===== config.mk =====
export PLATFORM = sky130hd
export DESIGN_NAME = fifo_serial_tx
export DESIGN_NICKNAME = d
export VERILOG_FILES = /design/src/rtl/fifo_tx_pkg.sv /design/src/rtl/bit_tick_gen.sv /design/src/rtl/fifo_serial_tx.sv
export SDC_FILE = /design/constraint.sdc
export NUM_CORES = 1
export LEC_CHECK = 0
export ABC_AREA = 1
export BUFFER_PORTS_ARGS = -buffer_cell sky130_fd_sc_hd__buf_4
export CORE_AREA = 10 10 107 109
export DETAILED_ROUTE_END_ITERATION = 6
export DIE_AREA = 0 0 117 119
export PLACE_DENSITY_LB_ADDON = 0.3
export SLEW_MARGIN = 20
export SYNTH_ARGS = -nofsm -noshare
export SYNTH_HDL_FRONTEND = slang
export SYNTH_SLANG_ARGS = --single-unit

===== constraint.sdc =====
create_clock -name clk -period 10.2 [get_ports clk]
set_input_delay 2.55 -clock clk [delete_from_list [all_inputs] [get_ports clk]]
set_output_delay 2.55 -clock clk [all_outputs]
set_load 0.005 [all_outputs]

===== src/rtl/fifo_tx_pkg.sv =====
// Shared types and frame constants for the event-FIFO serial transmitter.
package fifo_tx_pkg;

  typedef enum logic [2:0] {
    IDLE,
    REQ,
    START,
    DATA,
    PARITY,
    STOP
  } tx_state_t;

  localparam logic START_BIT  = 1'b0;
  localparam logic STOP_BIT   = 1'b1;
  localparam logic IDLE_LEVEL = 1'b1;

  // Counter width able to hold 0..n-1, never narrower than one bit.
  function automatic int cnt_width(input int n);
    return (n > 1) ? $clog2(n) : 1;
  endfunction

endpackage


===== src/rtl/bit_tick_gen.sv =====
// Bit-period divider: one-cycle tick every CLKDIV clocks, realigned by clear.
module bit_tick_gen
  import fifo_tx_pkg::*;
#(
  parameter int CLKDIV = 4
) (
  input  logic clk,
  input  logic reset_n,
  input  logic clear,
  output logic tick
);

  localparam int CW = cnt_width(CLKDIV);
  localparam logic [CW-1:0] LAST = CW'(CLKDIV - 1);

  logic [CW-1:0] div_cnt;

  always_ff @(posedge clk) begin
    if (!reset_n || clear) begin
      div_cnt <= '0;
    end else if (div_cnt == LAST) begin
      div_cnt <= '0;
    end else begin
      div_cnt <= div_cnt + 1'b1;
    end
  end

  assign tick = (div_cnt == LAST);

endmodule


===== src/rtl/fifo_serial_tx.sv =====
// Event-FIFO read controller and UART-style serializer with locally generated parity.
module fifo_serial_tx
  import fifo_tx_pkg::*;
#(
  parameter int FIFO_WIDTH = 63,
  parameter int CLKDIV     = 4,
  parameter bit PARITY_ODD = 1'b1
) (
  input  logic                  clk,
  input  logic                  reset_n,
  input  logic                  tx_enable,
  input  logic                  fifo_empty,
  input  logic [FIFO_WIDTH-1:0] fifo_data,
  output logic                  read_n,
  output logic                  tx_out,
  output logic                  tx_busy,
  output logic [15:0]           words_sent
);

  localparam int BW = cnt_width(FIFO_WIDTH);
  localparam logic [BW-1:0] LAST_BIT = BW'(FIFO_WIDTH - 1);

  tx_state_t             state;
  logic [FIFO_WIDTH-1:0] shift_q;
  logic [FIFO_WIDTH-1:0] shift_nx;
  logic                  parity_q;
  logic [BW-1:0]         bit_cnt;
  logic                  tick;
  logic                  can_start;
  logic                  tick_clear;

  // Parity bit that makes the ones count over data+parity odd (or even).
  function automatic logic parity_of(input logic [FIFO_WIDTH-1:0] w);
    return (^w) ^ PARITY_ODD;
  endfunction

  assign can_start  = tx_enable && !fifo_empty;
  assign tick_clear = (state == REQ);
  assign shift_nx   = shift_q >> 1;

  bit_tick_gen #(
    .CLKDIV(CLKDIV)
  ) u_tick (
    .clk     (clk),
    .reset_n (reset_n),
    .clear   (tick_clear),
    .tick    (tick)
  );

  // Word capture: fifo_data is valid by the edge that closes REQ.
  always_ff @(posedge clk) begin
    if (state == REQ) begin
      shift_q  <= fifo_data;
      parity_q <= parity_of(fifo_data);
    end else if (state == DATA && tick) begin
      shift_q  <= shift_nx;
    end
  end

  always_ff @(posedge clk) begin
    if (!reset_n) begin
      state      <= IDLE;
      read_n     <= 1'b1;
      tx_out     <= IDLE_LEVEL;
      tx_busy    <= 1'b0;
      words_sent <= '0;
      bit_cnt    <= '0;
    end else begin
      // The read strike is a single-cycle pulse; only the REQ entry lowers it.
      read_n <= 1'b1;
      case (state)
        IDLE: begin
          if (can_start) begin
            state   <= REQ;
            read_n  <= 1'b0;
            tx_busy <= 1'b1;
          end
        end
        REQ: begin
          state   <= START;
          tx_out  <= START_BIT;
          bit_cnt <= '0;
        end
        START: begin
          if (tick) begin
            state  <= DATA;
            tx_out <= shift_q[0];
          end
        end
        DATA: begin
          if (tick) begin
            if (bit_cnt == LAST_BIT) begin
              state  <= PARITY;
              tx_out <= parity_q;
            end else begin
              bit_cnt <= bit_cnt + 1'b1;
              tx_out  <= shift_nx[0];
            end
          end
        end
        PARITY: begin
          if (tick) begin
            state  <= STOP;
            tx_out <= STOP_BIT;
          end
        end
        STOP: begin
          if (tick) begin
            words_sent <= words_sent + 1'b1;
            tx_out     <= IDLE_LEVEL;
            if (can_start) begin
              state  <= REQ;
              read_n <= 1'b0;
            end else begin
              state   <= IDLE;
              tx_busy <= 1'b0;
            end
          end
        end
        default: begin
          state   <= IDLE;
          tx_out  <= IDLE_LEVEL;
          tx_busy <= 1'b0;
        end
      endcase
    end
  end

endmodule


## Word level (Yosys, flattened, before mapping)

Index checks and enable logic that the tools add are counted.

| storage, ports and cells | value |
|---|---|
| register bits | 94 |
| input bits | 67 |
| output and inout port bits | 19 |
| word-level logic and storage cells | 73 |

| cells by class | value |
|---|---|
| add/sub/neg operators | 3 |
| eq/ne operators | 16 |
| mux-type cells | 25 |
| bitwise gates (word level) | 3 |
| reduce and logical (&&, ||, !) cells | 17 |

Operator list:

| kind | number |
|---|---|
| 2-to-1 mux 63 bit | 2 |
| parity 63 bit | 1 |
| 2-to-1 mux 3 bit | 6 |
| case mux 3 bit (6 select lines) | 1 |
| adder 16 x 1 -> 16 bit, second input constant | 1 |
| inequality test 2 bit, second input constant | 7 |
| 2-to-1 mux 6 bit | 2 |
| case mux 6 bit (2 select lines) | 1 |
| 2-to-1 mux 1 bit | 10 |
| AND reduction 4 bit | 2 |
| adder 6 x 1 -> 6 bit, second input constant | 1 |
| equality test 3 x 2 -> 1 bit, second input constant | 2 |
| equality test 3 bit, second input constant | 2 |
| equality test 6 bit, second input constant | 1 |
| AND reduction 6 bit | 1 |
| case mux 1 bit (5 select lines) | 1 |
| inequality test 2 x 1 -> 1 bit, second input constant | 2 |
| nonzero test 2 bit | 2 |
| OR reduction 2 bit | 2 |
| OR reduction 4 bit | 1 |
| equality test 3 x 1 -> 1 bit, second input constant | 1 |
| zero test 3 bit | 1 |
| inverter 1 bit | 3 |
| case mux 1 bit (3 select lines) | 1 |
| 8 further kinds | 10 |

## Logic depth before layout (Yosys ltp)

Gate-level depths: netlist (run 1).

| logic depth | value |
|---|---|
| depth after elaboration | 5 |
| depth in mapped cells | 15 |
| depth with buffers taken out | 15 |

## By module

From an unflattened synthesis (run 1), not the netlist that was laid out.

| second synthesis, totals | value |
|---|---|
| cell total of the unflattened synthesis | 749 |
| area total of the unflattened synthesis | 5,447.7 sq um |

Modules (own cells, without submodules):

| module | instances | cells each | area each (sq um) |
|---|---|---|---|
| fifo_serial_tx | 1 | 740 | 5,366.4 |
| bit_tick_gen | 1 | 9 | 81.3 |

## Worst setup path after synthesis (run 1)

Ideal clock, no wire load.

| timing path | value |
|---|---|
| kind | register to register |
| start | register state[0] |
| end | register shift_q[0] (enable) |
| arrival | 5.284 ns |
| data required time | 9.629 ns |
| setup slack | 4.345 ns |
| cell stages (with the launch flop) | 5 |
| path buffers | 0 |
| clock period less this slack | 5.855 ns |
| cell sequence | dfxtp_1 -> inv_2 -> nor3_2 -> inv_1 -> o21ai_0 |

| between the ends | value |
|---|---|
| word-level cells in the longest chain between the ends | 3 |
| elaborated cells on any way between the ends | 4 |
| those cells by class | 2 x eq/ne; 2 x reduce/logical |

RTL lines:

| element | RTL line | source |
|---|---|---|
| start: declaration | fifo_serial_tx.sv:23 | `tx_state_t state;` |
| start signal: assignment | fifo_serial_tx.sv:62 | `state <= IDLE;` |
| start signal: assignment | fifo_serial_tx.sv:74 | `state <= REQ;` |
| start signal: assignment | fifo_serial_tx.sv:80 | `state <= START;` |
| equality test 3 x 2 -> 1 bit | fifo_serial_tx.sv:55 | `end else if (state == DATA && tick) begin` |
| logical AND 1 bit | fifo_serial_tx.sv:55 |  |
| nonzero test 2 bit (no line) * | - |  |
| end signal: assignment | fifo_serial_tx.sv:53 | `shift_q <= fifo_data;` |
| end signal: assignment | fifo_serial_tx.sv:56 | `shift_q <= shift_nx;` |
| end: declaration | fifo_serial_tx.sv:24 | `logic [FIFO_WIDTH-1:0] shift_q;` |

Mark *: on every way between the ends. The rest lies on a longest branch, timed or not.
A chain may end at the register's enable or synchronous reset.

## Final worst setup path (run 1)

| timing path | value |
|---|---|
| start | input fifo_data[3] |
| end | register parity_q, data pin |

| between the ends | value |
|---|---|
| word-level cells in the longest chain between the ends | 2 |

RTL lines:

| element | RTL line | source |
|---|---|---|
| start: declaration | fifo_serial_tx.sv:13 | `input logic [FIFO_WIDTH-1:0] fifo_data,` |
| parity 63 bit | fifo_serial_tx.sv:34 | `return (^w) ^ PARITY_ODD;` |
| inverter 1 bit (no line) | - |  |
| end signal: assignment | fifo_serial_tx.sv:54 | `parity_q <= parity_of(fifo_data);` |
| end: declaration | fifo_serial_tx.sv:26 | `logic parity_q;` |

No other way between the ends.

==> run summary, run 1 <==
In the layout the commonest cells are 363 x nand2_1, 86 x buf_4, 79 x inv_1, 64 x edfxtp_1, 43 x o21ai_0. After floorplanning, the core was sized to cover 9460 sq um. The via count of the first global-routing pass is 4815, and the clock period minus final worst setup slack is 3.57 ns. The estimated wirelength of the detail-placed design was 8590 um; the count of buffers inserted at the top-level ports was 85. Dividing the final minimum period by the clock period gives 35.0%.

The commonest non-fill, non-tap cell in the layout is nand2_1. Of the cells placed in the final design, the portion with a size suffix greater than 1 is 14.7%. Once the floorplan was initialized, standard cells occupied 57.4% of the core.

The number of nets in the synthesized netlist is 813. The cell area that synthesis handed to floorplanning was 5430 sq um. The gate count after technology mapping was 742. CTS placed an instance of clkbuf_8 at the clock tree root.

After clock tree synthesis, the clock-pin slew on the worst setup and hold paths is 0.09 ns. Setup repair after global routing left no endpoint under its margin. The cell occurring most often along the worst timing path is nand2_1. The longest individual stage delay on the worst path came out at 0.28 ns. At the worst endpoint, the required time is 10.32 ns.

The launching element of the worst setup path was fifo_data[3]. The detailed router placed 4781 vias in this run. For this design the static power due to leakage is 3.19 nW. The share of the Yosys chip area taken by registers is 46.5%. Setup violations remaining at the end of the flow were counted as 0. By area the synthesized netlist is led by edfxtp_1 35%, nand2_1 25%, dfxtp_1 11%. In this run, distinct cell masters in the synthesized netlist total 39. Number of failing hold endpoints at the final stage: 0.

Post-CTS timing repair inserted 0 buffers for setup. IR analysis of the VDD net gives a maximum drop of 0.000159 V. Setup total negative slack on the finished layout was measured at 0 ns.

In this run the top signal layer used is met4. The worst hold path begins at u_tick.div_cnt[0]. The routed design uses 404 um of met3 wire. Of all nets on the critical path, the largest fanout is 3. Measured against its own limit, the worst slew margin works out to 29.1%.

The tools report the total detailed-routing wirelength as 11400 um. The number of hold buffers added after CTS was 0. The floorplan step defined a die boundary enclosing 13900 sq um. The number of sinks driven by the clock tree is 94, and the total congestion overflow after global routing is 0. The portion of synthesized cell area occupied by the leading cell type works out to 35.4%. The clock latency reported for the late side of the worst-skew pair is 0.36 ns.

STA classifies the critical path endpoint as a flop. The post-synthesis async set-or-reset flop share is 0%, and the antenna violation net count after detailed routing is 0. The run gives 2 as the maximum clock insertion buffer count. Summing all non-filler instances in the final layout gives an area of 6370 sq um.

In the final routing, the length of wire on met1 measures 5100 um. From bottom edge to top edge, the die measures 119 um. The number of buffer and inverter instances along the worst setup path is 2. The number of gates resized after cts came out at 0. The actual slew at the worst max-slew pin works out to 1.06 ns. Dividing the detail-routed wire length by the instance count gives 12.1 um. The largest total area in the synthesized netlist belongs to edfxtp_1. The worst setup path is of the in -> reg kind. The run gives 0 as the count of maximum capacitance violations. The H-tree was split into 3 levels. In this run the critical register-to-register path is launched from state[2]. The startpoint type of the worst setup path was an input pin. In this run the horizontal extent of the chip is 117 um. Entering global routing, the biggest net connects 95 pins. Number of nets in the finished design: 895. The slowest cell on the critical path is xnor2_1. The most instantiated flip-flop cell in the synthesis netlist is edfxtp_1. The number of enable flip-flop cells after synthesis is 64, and the total DRC errors in the routed layout is 0.

The warning count from the yosys run was 0. Traced cell by cell, the critical path runs through buf_4 -> xnor2_1 -> inv_1 -> nand2_1 -> nand2_1 -> nand2_1 -> nand2_1 -> nand2_1 -> nand2_1 -> nand2_1 -> nand2_1 -> nand2_1 -> nand2_1. The signed area change from the synthesized netlist to the final layout works out to 17.4%.

The global routing usage summed across all routing layers came out at 16.8%. Counting flops and latches in the post-synthesis netlist gives 94. The routability congestion estimate from global placement is 0.817, and the ratio of total power to cell area is 212 nW/um^2. Broken down by cell family, the worst path's largest delay share belongs to simple AND/OR/NAND/NOR gates.

A synthesized cell averages 7.32 sq um. The initial antenna violation count was 0; the detailed router's first-iteration violation count was 253. Across the routed clock network, the largest skew measured is 0.00969 ns. The tightest min-delay check is of the reg -> reg type. The tools report the fmax as 280 MHz. Number of pins exceeding their max-slew limit in the final report: 0. TritonCTS built the clock tree.

For the worst setup path, the data arrival time is 3.69 ns. Number of antenna diodes: 0. Once placement finished, the instance area stood at 6180 sq um.

The pre-antenna-repair detailed-routing pass consisted of 5 iterations. The TritonCTS buffer count was 9. The flow ran to the end, and the final reports show no timing, DRC or antenna violations. In this run the count of I/O pins placed on the die edge is 86. The first global-routing pass estimated 19800 um of wire. The via density per instance is 5.07, and the standard-cell row count is 36. Detailed route wirelength on metal2: 5790 um.
## logic make-up (layout without fill, tap and decap cells)
logic type,after synthesis,after routing,share of synthesized area (%)
AOI/OAI and AO/OA,78,78,7.81
DFF,94,94,46.5
and+or+nand+nor,433,433,32.4
buffers and inverters,100,187,7.14
xor gates and xnor gates,33,33,5.32
adders and majority gates,4,4,0.922
## worst register-to-register path: cells and delay by family, from the launching register on
family	cells	cell delay, ns
AO/OA/AOI/OAI	1	0.48
buffers and inverters	2	1.32
AND/OR/NAND/NOR	1	0.65
flip-flops	1	0.51
## routing by layer
metal | GRT usage (%) | vias up
met4 | 5.64 | 0
li1 | - | 2499
met5 | 0 | -
met1 | 19.1 | 2190
met2 | 30.4 | 77
met3 | 3.06 | 15
## path summary, 6_finish.rpt
check                      end  slack [ns]  cells past startpoint
max                   parity_q        6.63                     13
min          u_tick.div_cnt[0]        0.44                      1
max reg2reg         shift_q[0]        7.05                      4
min reg2reg  u_tick.div_cnt[0]        0.44                      1
## Yosys cell counts (4+ instances only)
cell      number
dfxtp_1       30
edfxtp_1      64
a21oi_1       19
o21ai_0       44
inv_1         79
nand2_1      363
buf_2          8
xnor2_1       19
clkbuf_1       7
nand3_1       14
nor3_1         6
nor2_1        33
o21ai_1        5
ha_1           4
xor2_1        14
## power by group
part           switching [mW]  internal [mW]
logic                   0.325          0.160
clock network           0.139          0.107
registers              0.0386          0.583
## cell type report
cell class                      instances  area, sq um
Sequential cell                        94         2520
Fill cell                             825         3090
Clock buffer                           10          149
Multi-Input combinational cell        548         2540
Tap cell                              114          143
Clock inverter                          6         47.5
Inverter                               85          322
Timing Repair Buffer                   86          646
## state kept, by name (all words and copies together) (netlist names)
signal,cells
u_tick.div_cnt,2
state,3
shift_q,63
parity_q,1
tx_busy,1
read_n,1
bit_cnt,6
tx_out,1
words_sent,16
## through the flow
step	total power [mW]	setup slack (ns)	hold WS, ns	util [%]	std cells
2_1_floorplan	0.999	4.35	0.404	-	742
3_3_place_gp	1.10	6.34	0.413	65.3	927
3_5_place_dp	1.12	6.27	0.427	65.3	927
4_1_cts	1.36	6.66	0.440	67.4	943
5_1_grt	1.46	6.48	0.468	67.4	943
6_report	1.35	6.63	0.436	67.4	943
Note: power is estimated with default switching activity, not from simulation.
==> run 2: changes to the inputs <==
--- a/config.mk
+++ b/config.mk
@@ -7,9 +7,9 @@
 export LEC_CHECK = 0
 export ABC_AREA = 1
 export BUFFER_PORTS_ARGS = -buffer_cell sky130_fd_sc_hd__buf_4
-export CORE_AREA = 10 10 107 109
+export CORE_AREA = 10 10 109 111
 export DETAILED_ROUTE_END_ITERATION = 6
-export DIE_AREA = 0 0 117 119
+export DIE_AREA = 0 0 119 121
 export PLACE_DENSITY_LB_ADDON = 0.3
 export SLEW_MARGIN = 20
 export SYNTH_ARGS = -nofsm -noshare
==> constraint.sdc (replaced) <==
create_clock -name clk -period 3.5 [get_ports clk]
set_input_delay 0.875 -clock clk [delete_from_list [all_inputs] [get_ports clk]]
set_output_delay 0.875 -clock clk [all_outputs]
set_load 0.005 [all_outputs]
==> run 2 against run 1 <==
Count of clock-buffer cells in the layout shrank 1. Non-clock buffer count grew 1. First-iteration DRC count grew 43%. Global-route usage shrank 0.25 points.
==> run summary, run 2 (synthesized netlist as in run 1, its figures left out) <==
The run finished with clean final reports. Setup repair after global routing left no endpoint under its margin. The net switching share of the total power is 38.2%. Depth of the CTS H-tree: 3. In the layout the commonest cells are 363 x nand2_1, 87 x buf_4, 79 x inv_1, 64 x edfxtp_1, 43 x o21ai_0.

For the pin with the worst max-slew slack, the measured transition is 0.970 ns. Summed over all nets, the half-perimeter wirelength after detailed placement is 9110 um. Summed over all nets, the switching power comes to 1.51 mW. From left edge to right edge, the die measures 119 um.

For the number of nets in the finished design, the log shows 896. Clock-pin slew was measured on the worst setup and hold paths at 0.11 ns. The worst setup path is launched from a flop. The run gives 1.25 ns as the post-placement setup slack.

The initial antenna violation count is 0, and the final critical-path share of the clock period is 65.3%. Across all setup checks in the final design, the least slack found is 1.22 ns. The register with the most flip-flops in the layout has 63 of them. In the final routed layout, each cell accounts on average for 12.4 um. 86 I/O pins were placed. Counting cells, the worst reg-to-reg path comes to 5. The signed area change from the synthesized netlist to the final layout works out to 17.8%. The total congestion overflow after global routing is 0. At the worst endpoint, the arrival time is 2.40 ns. The slack of the worst reg-to-reg path is 1.22 ns.

The count of buffers inserted at the top-level ports was 85; the leakage component of the power was 3.20 nW. The final clock skew is 0.0143 ns. Combinational logic is responsible for 36.3% of the overall power.

Leaving out fill and tap cells, the most frequent cell in the layout is nand2_1. The number of antenna diodes came out at 0. Buffers inserted to repair hold after CTS numbered 0.

Maximum fanout count along the critical path: 36. Terminating pin of the worst hold path: u_tick.div_cnt[0]. The global-route wire length before repair was 20400 um; the largest net degree at the start of global routing was 78. Via count of the first global-routing pass: 4738. The tools report the CTS root buffer as clkbuf_8.

In the final layout, the registers with the most flip-flops are shift_q (63), words_sent (16), bit_cnt (6). The floorplan die height was 121 um. Tracing the worst setup path back leads to its startpoint at state[2].

The critical path is of the reg -> reg type. Setup violations remaining at the end of the flow were counted as 0. TritonCTS built the clock tree. Count of cells along the worst hold path: 1.

For the clock latency reported for the late side of the worst-skew pair, the log shows 0.37 ns. The element type at the critical path end is a flop. shift_q holds more flip-flops than any other register.

In the final layout, the share of cells above drive strength 1 is 14.8%. The number of sinks driven by the clock tree came out at 94. Counting the buffers created by CTS gives 9. The run gives 3.62 ns as the required time at the endpoint of the critical path.

The number of pins exceeding their max-slew limit in the final report is 0, and the total detailed-routing wirelength is 12000 um. In this run the critical register-to-register path is captured at shift_q[34]. The clock network is responsible for 17.8% of the overall power. The standard-cell row count is 36, and the area of the core region is 9640 sq um.

The share of total power dissipated in sequential elements is 46.0%. For this run, the top clock speed supported by timing is 438 MHz. The maximum ir drop on the vdd rail came out at 0.000495 V. Summed over all failing endpoints, the final setup total negative slack is 0 ns. Routability-driven placement finished with a final weighted congestion of 0.803. The number of gates resized after CTS was 0. In this run the critical register-to-register path is launched from state[2]. The tools report the detailed router's first-iteration violation count as 362. Detailed-route via count: 4807.

Global routing consumed, over all layers together, 16.5% of the routing resources. Dividing the detail-routed via count by the number of cells gives 4.99. The tools report the internal power of the cells as 2.44 mW. The max-slew headroom at the worst pin is 34.9%.

The total DRC errors in the routed layout was 0; the number of optimization iterations in the first detailed-route pass was 7. The antenna violation net count after detailed routing is 0. On the final layout, the worst hold slack is 0.440 ns. The startpoint of the most critical hold path is u_tick.div_cnt[0].

The tool flagged a number of max-cap violations equal to 0. After filler insertion, the fill cell instance count of the layout stands at 856. The logs give 56.3% for the starting utilization of the core area and 0 for the number of failing hold endpoints at the final stage.

The number of setup buffers added after CTS is 0. The worst path needs 2.28 ns of the cycle, external delays included. For the maximum clock insertion buffer count, the log shows 2. The path class of the tightest hold or removal check is reg -> reg. The floorplan step defined a die boundary enclosing 14400 sq um.

Power spread over the standard cell area amounts to 618 nW/um^2.
-- run 2: routing by layer --
metal	share of wire [%]	track usage (%)	routed length, um
met5	0	0	0
met4	2.0	5.88	245
met3	3.8	2.89	453
met2	50	29.3	6000
met1	44	19.7	5290
-- run 2: area by class of cell --
| type | count | area [sq um] | area share [%] |
|---|---|---|---|
| multi-input combinational | 548 | 2540 | 39.8 |
| sequential | 94 | 2520 | 39.4 |
| timing repair buffer | 87 | 653 | 10.2 |
| inverter | 85 | 322 | 5.03 |
| tap | 133 | 166 | 2.60 |
| clock buffer | 9 | 124 | 1.94 |
| clock inverter | 7 | 63.8 | 0.998 |
-- run 2: critical path, cell delays in order, from the launching register on --
cell,delay (ns)
dfxtp_1,0.50
inv_1,0.15
nand3_4,0.20
clkinv_1,0.81
nand2_1,0.29
nand2_1,0.07
-- run 2: how the worst max path moves through the flow --
stage / end / slack, ns
2_1_floorplan: shift_q[0] / 0.56
3_3_place_gp: shift_q[51] / 1.29
3_5_place_dp: shift_q[32] / 1.25
4_1_cts: shift_q[36] / 1.22
5_1_grt: shift_q[39] / 0.95
6_report: shift_q[34] / 1.22
-- run 2: power groups by stage --
stage	Sequential (mW)	Combinational, mW	Clock, mW
finish	1.82	1.43	0.702
floorplan	1.82	1.05	0
global placement	1.83	1.37	0
CTS	1.82	1.44	0.714
detailed placement	1.84	1.44	0
global route	1.85	1.66	0.749
-- run 2: through the flow --
| step | util, % | total power [mW] | cell area, sq um | std cells |
|---|---|---|---|---|
| floorplan | - | 2.87 | 5430 | 742 |
| global placement | 64.4 | 3.19 | 6210 | 947 |
| detailed placement | 64.4 | 3.27 | 6210 | 947 |
| CTS | 66.3 | 3.97 | 6390 | 963 |
| global route | 66.3 | 4.26 | 6390 | 963 |
| finish | 66.3 | 3.95 | 6390 | 963 |
